### src/rtl/lane_step_sequencer.sv
// Game step sequencer for the 5-lane playfield: clears the field, then loops
// shift / load / draw / timed wait with a shrinking period until the game ends.
//
//  state  | meaning
//  IDLE   | waiting for start; last score and speed stay visible
//  CLEAR  | blanking pass before the first step
//  SHIFT  | advance lane registers one row
//  LOAD   | spawn a note on every LOAD_EVERY-th step
//  DRAW   | full playfield draw pass
//  WAIT   | step timer running, hit window open
//  OVER   | blanking pass after lives are exhausted
module lane_step_sequencer #(
    parameter int CW         = 26,
    parameter int STEP_INIT  = 40000000,
    parameter int STEP_MIN   = 10000000,
    parameter int STEP_DEC   = 1000,
    parameter int LOAD_EVERY = 1
) (
    input  logic          clk_i,
    input  logic          reset_i,
    input  logic          start_i,
    input  logic          end_game_i,
    input  logic          pause_i,
    input  logic          draw_done_i,
    input  logic          clear_done_i,
    output logic          shift_o,
    output logic          load_o,
    output logic          lane_clear_o,
    output logic          draw_start_o,
    output logic          clear_start_o,
    output logic          hit_window_o,
    output logic          playing_o,
    output logic [2:0]    state_o,
    output logic [CW-1:0] step_period_o,
    output logic [15:0]   step_count_o
);

    typedef enum logic [2:0] {
        S_IDLE  = 3'd0,
        S_CLEAR = 3'd1,
        S_SHIFT = 3'd2,
        S_LOAD  = 3'd3,
        S_DRAW  = 3'd4,
        S_WAIT  = 3'd5,
        S_OVER  = 3'd6
    } state_t;

    localparam logic [CW-1:0] P_INIT         = CW'(STEP_INIT);
    localparam logic [CW-1:0] P_MIN          = CW'(STEP_MIN);
    localparam logic [CW-1:0] P_DEC          = CW'(STEP_DEC);
    localparam logic [CW:0]   FLOOR_PLUS_DEC = (CW+1)'(STEP_MIN) + (CW+1)'(STEP_DEC);
    localparam logic [3:0]    SPAWN_LAST     = 4'(LOAD_EVERY - 1);

    state_t        state_q, state_d;
    logic [CW-1:0] wait_q, wait_d;
    logic [CW-1:0] period_q, period_d;
    logic [15:0]   count_q, count_d;
    logic [3:0]    spawn_q, spawn_d;
    logic          shift_q, load_q, lclr_q, dstart_q, cstart_q;
    logic          shift_d, load_d, lclr_d, dstart_d, cstart_d;
    logic          game_over;

    always_comb begin
        state_d   = state_q;
        wait_d    = wait_q;
        period_d  = period_q;
        count_d   = count_q;
        spawn_d   = spawn_q;
        game_over = end_game_i &&
                    (state_q inside {S_SHIFT, S_LOAD, S_DRAW, S_WAIT});

        case (state_q)
            S_IDLE: begin
                if (start_i) begin
                    state_d  = S_CLEAR;
                    period_d = P_INIT;
                    count_d  = '0;
                    spawn_d  = '0;
                end
            end
            S_CLEAR: if (clear_done_i) state_d = S_SHIFT;
            S_SHIFT: begin
                spawn_d = (spawn_q >= SPAWN_LAST) ? 4'd0 : spawn_q + 4'd1;
                state_d = S_LOAD;
            end
            S_LOAD: state_d = S_DRAW;
            S_DRAW: begin
                if (draw_done_i) begin
                    state_d = S_WAIT;
                    wait_d  = period_q - CW'(1);
                end
            end
            S_WAIT: begin
                if (!pause_i) begin
                    if (wait_q == '0) begin
                        state_d = S_SHIFT;
                        count_d = (count_q == 16'hFFFF) ? count_q : count_q + 16'd1;
                        // floor check done before the subtract so the period never wraps
                        period_d = ({1'b0, period_q} >= FLOOR_PLUS_DEC) ? period_q - P_DEC : P_MIN;
                    end else begin
                        wait_d = wait_q - CW'(1);
                    end
                end
            end
            S_OVER: if (clear_done_i) state_d = S_IDLE;
            default: state_d = S_IDLE;
        endcase

        if (game_over) begin
            state_d  = S_OVER;
            wait_d   = wait_q;
            period_d = period_q;
            count_d  = count_q;
        end

        shift_d  = (state_d == S_SHIFT);
        load_d   = (state_d == S_LOAD) && (spawn_d == 4'd0);
        dstart_d = (state_d == S_DRAW) && (state_q != S_DRAW);
        cstart_d = ((state_d == S_CLEAR) && (state_q != S_CLEAR)) ||
                   ((state_d == S_OVER)  && (state_q != S_OVER));
        lclr_d   = cstart_d;
    end

    always_ff @(posedge clk_i) begin
        if (reset_i) begin
            state_q  <= S_IDLE;
            wait_q   <= '0;
            period_q <= P_INIT;
            count_q  <= '0;
            spawn_q  <= '0;
            shift_q  <= 1'b0;
            load_q   <= 1'b0;
            lclr_q   <= 1'b0;
            dstart_q <= 1'b0;
            cstart_q <= 1'b0;
        end else begin
            state_q  <= state_d;
            wait_q   <= wait_d;
            period_q <= period_d;
            count_q  <= count_d;
            spawn_q  <= spawn_d;
            shift_q  <= shift_d;
            load_q   <= load_d;
            lclr_q   <= lclr_d;
            dstart_q <= dstart_d;
            cstart_q <= cstart_d;
        end
    end

    assign shift_o       = shift_q;
    assign load_o        = load_q;
    assign lane_clear_o  = lclr_q;
    assign draw_start_o  = dstart_q;
    assign clear_start_o = cstart_q;
    assign hit_window_o  = (state_q == S_WAIT) && !pause_i;
    assign playing_o     = state_q inside {S_SHIFT, S_LOAD, S_DRAW, S_WAIT};
    assign state_o       = state_q;
    assign step_period_o = period_q;
    assign step_count_o  = count_q;

endmodule

### config.mk
export PLATFORM = sky130hd
export DESIGN_NAME = lane_step_sequencer
export DESIGN_NICKNAME = d
export VERILOG_FILES = /design/src/rtl/lane_step_sequencer.sv
export SDC_FILE = /design/constraint.sdc
export NUM_CORES = 1
export LEC_CHECK = 0
export ABC_CLOCK_PERIOD_IN_PS = 3600
export BUFFER_PORTS_ARGS = -buffer_cell sky130_fd_sc_hd__clkbuf_2
export CELL_PAD_IN_SITES_DETAIL_PLACEMENT = 1
export CELL_PAD_IN_SITES_GLOBAL_PLACEMENT = 2
export CORE_MARGIN = 5
export CORE_UTILIZATION = 34
export CTS_CLUSTER_SIZE = 12
export DETAILED_ROUTE_END_ITERATION = 10
export PLACE_DENSITY = 0.82
export SLEW_MARGIN = 10
export SYNTH_ARGS = -nofsm -noshare
export SYNTH_HDL_FRONTEND = slang
export SYNTH_SLANG_ARGS = --single-unit
### constraint.sdc
create_clock -name clk_i -period 3.6 [get_ports clk_i]
set_input_delay 0 -clock clk_i [delete_from_list [all_inputs] [get_ports clk_i]]
set_output_delay 0 -clock clk_i [all_outputs]
set_load 0.02 [all_outputs]
==> impl_metrics.json <==
{
  "r2r-start": "state_o[1]",
  "diodes": 0,
  "final_common_cell": "nand2_1",
  "grt_pass1_wl_um": 28270,
  "synth_flop_cell": "dfxtp_1",
  "power_mw": 2.192,
  "synth_seq_area_share_pct": 29.16,
  "globalRouteTotalUtil_pct": 20.75,
  "setup_viol": 0,
  "fillerInstances": 1792,
  "gp_congestion": 0.8912,
  "syn_area_mm2": 0.004942,
  "worstPathCellList": "and3b_2, a22oi_1, and2_1, nor2_1, a2111oi_0",
  "start_kind": "flip-flop",
  "cts_tree": "yes",
  "coreArea_mm2": 0.01437,
  "worstPathMaxFanout": 26,
  "r2r_end": "step_period_o[7]",
  "area_delta_synth_final_pct": 13.44,
  "maxCapViolations": 0,
  "grt_overflow": 0,
  "htreeDepth": 3,
  "max_freq_ghz": 0.3289,
  "hp-class": "in2reg",
  "drive_gt1_share_pct": 17.01,
  "dp_hpwl_um": 12330,
  "holdBufCountCts": 1,
  "critical_path.slowest_cell": "a22oi_1",
  "avgSynthCellArea_um2": 7.662,
  "cpPeakStageDelay_ns": 0.85,
  "antenna_found_initial": 0,
  "critPathTopFamily": "compound AO/OA/AOI/OAI gates",
  "cts_resized": 0,
  "ant_nets": 0,
  "drtIter0Drc": 380,
  "power_density_mw_per_mm2": 391.0,
  "numPortBuffers": 55,
  "power.leakage_nw": 2.032,
  "reg2reg_slack_ns": 0.56,
  "async_reset_ff_share_pct": 0,
  "numCtsBuffers": 9,
  "cts.sinks": 72,
  "synth_edf_count": 0,
  "die_width_um": 130.6,
  "start_util_pct": 34.40,
  "syn_inst": 645,
  "crit_buf_inv": 0,
  "finalHoldViolations": 0,
  "final_nets": 681,
  "min_path_cells": 3,
  "critPathLaunch": "state_o[1]",
  "holdPathEnd": "clear_start_o",
  "ios": 59,
  "cts_buffer_depth": 2,
  "wire_per_inst_um": 20.13,
  "dieArea_mm2": 0.01705,
  "status": "completed",
  "max-vdd-ir-drop_uv": 238.4,
  "ys_ff_latch": 72,
  "drtPass1Iterations": 4,
  "tightest_slew_ns": 0.9781,
  "criticalPathCategory": "reg2reg",
  "seq_area_mm2": 0.001441,
  "required_ns": 3.80,
  "final_max_slew_viol_count": 0,
  "rows": 44,
  "vias": 5268,
  "grt_max_degree": 52,
  "max_slew_margin_pct": 34.79,
  "multiInputGateArea_mm2": 0.003188,
  "period_needed_ns": 3.041,
  "worst_setup_hold_path_clk_slew_ns": 0.06,
  "cts_setup_buffers": 0,
  "min-delay-start": "end_game_i",
  "root_buffer": "clkbuf_16",
  "final_cell_mix": "nand2_1, dfxtp_1, nor2_1",
  "final.setup.tns_ns": 0,
  "wirelength_um": 17310,
  "critPathArrivalTime_ns": 3.24,
  "clock_skew_ns": 0.007876,
  "period_share_pct": 84.47,
  "synth_top_area_share_pct": 29.16,
  "ys_types": 79,
  "yosys_warnings": 0,
  "crit_path_end_kind": "flip-flop",
  "rsz0062_at_grt": "false",
  "die_height_um": 130.6,
  "reg2reg_depth": 5,
  "synth_top_area_cell": "dfxtp_1",
  "grt_pass1_vias": 5281,
  "drc_errors": 0,
  "clock_latency_ns": 0.35,
  "viasPerCell": 6.126,
  "synth_area_leaders": "dfxtp_1, nand2_1, a21oi_1"
}
[state kept, by name (all words and copies together) (netlist names)]
name	flops
wait_q	26
step_period_o	23
step_count_o	16
state_o	3
clear_start_o	1
draw_start_o	1
load_o	1
shift_o	1
[cell type report]
type | instances | area share, %
inverters | 15 | 1.004
multi-input cells | 505 | 56.86
repair buffers | 68 | 6.695
flip-flops and latches | 72 | 25.71
well taps | 184 | 4.106
clock buffers | 13 | 4.463
clock inverters | 3 | 1.160
[worst max-delay path by stage]
| stage | end | slack (ns) | cells after the start |
|---|---|---|---|
| after floorplan | wait_q[10] | 0.66 | 12 |
| after global placement | wait_q[18] | 0.75 | 8 |
| after detailed placement | step_period_o[7] | 0.53 | 5 |
| after CTS | step_period_o[7] | 0.53 | 5 |
| after global routing | step_period_o[7] | 0.30 | 5 |
| final | step_period_o[7] | 0.56 | 5 |
[cells by family (layout without fill, tap and decap cells)]
family / after synthesis / count (layout) / synth area share [%]
flops: 72 / 72 / 29.16
fa+ha+maj: 3 / 3 / 0.7596
simple gates: 281 / 281 / 30.81
mux: 20 / 20 / 4.202
xor+xnor: 10 / 10 / 1.772
compound gates: 188 / 188 / 26.58
buf+inv: 70 / 99 / 6.633
other cells: 1 / 3 / 0.07588
[metal layers]
layer	part of all wire [%]	global-route usage [%]	vias to the layer above
li1	-	-	2467
met1	46	27.29	2650
met2	48	34.85	129
met3	4.5	2.683	22
met4	2.0	7.502	0
met5	0	0	-
[cell usage after synthesis (all sizes together) (11+ instances only)]
master and number:
clkbuf 20, nor4 12, nand2 77, mux2i 14, or3 15, nor3 25
inv 14, nand4 14, dfxtp 72, o31ai 13, nor2 62, nand3 27
a21oi 46, or4 11, buf 35, o211ai 17, o21ai 34, a31oi 20
[metrics by stage]
step                hold slack (ns)  setup WS [ns]  util (%)  cells  cell area (um2)
floorplan                   0.07979         0.6568         -    647             4950
global placement             0.3290         0.7524     36.76    843             5281
detailed placement           0.3256         0.5312     36.76    843             5281
CTS                         0.01964         0.5336     39.02    860             5607
global route                0.03982         0.2988     39.02    860             5607
finish                      0.03217         0.5591     39.02    860             5607
[power by group]
part / switching [mW] / internal [mW]
Sequential: 0.0472 / 0.821
Combinational: 0.232 / 0.108
Clock: 0.358 / 0.626
Total: 0.637 / 1.55
[worst register-to-register path: stages (launching register included)]
cell	delay [ns]
dfxtp_1	0.58
and3b_2	0.47
a22oi_1	0.86
and2_1	0.54
nor2_1	0.07
a2111oi_0	0.38
Note: power is estimated with default switching activity, not from simulation.
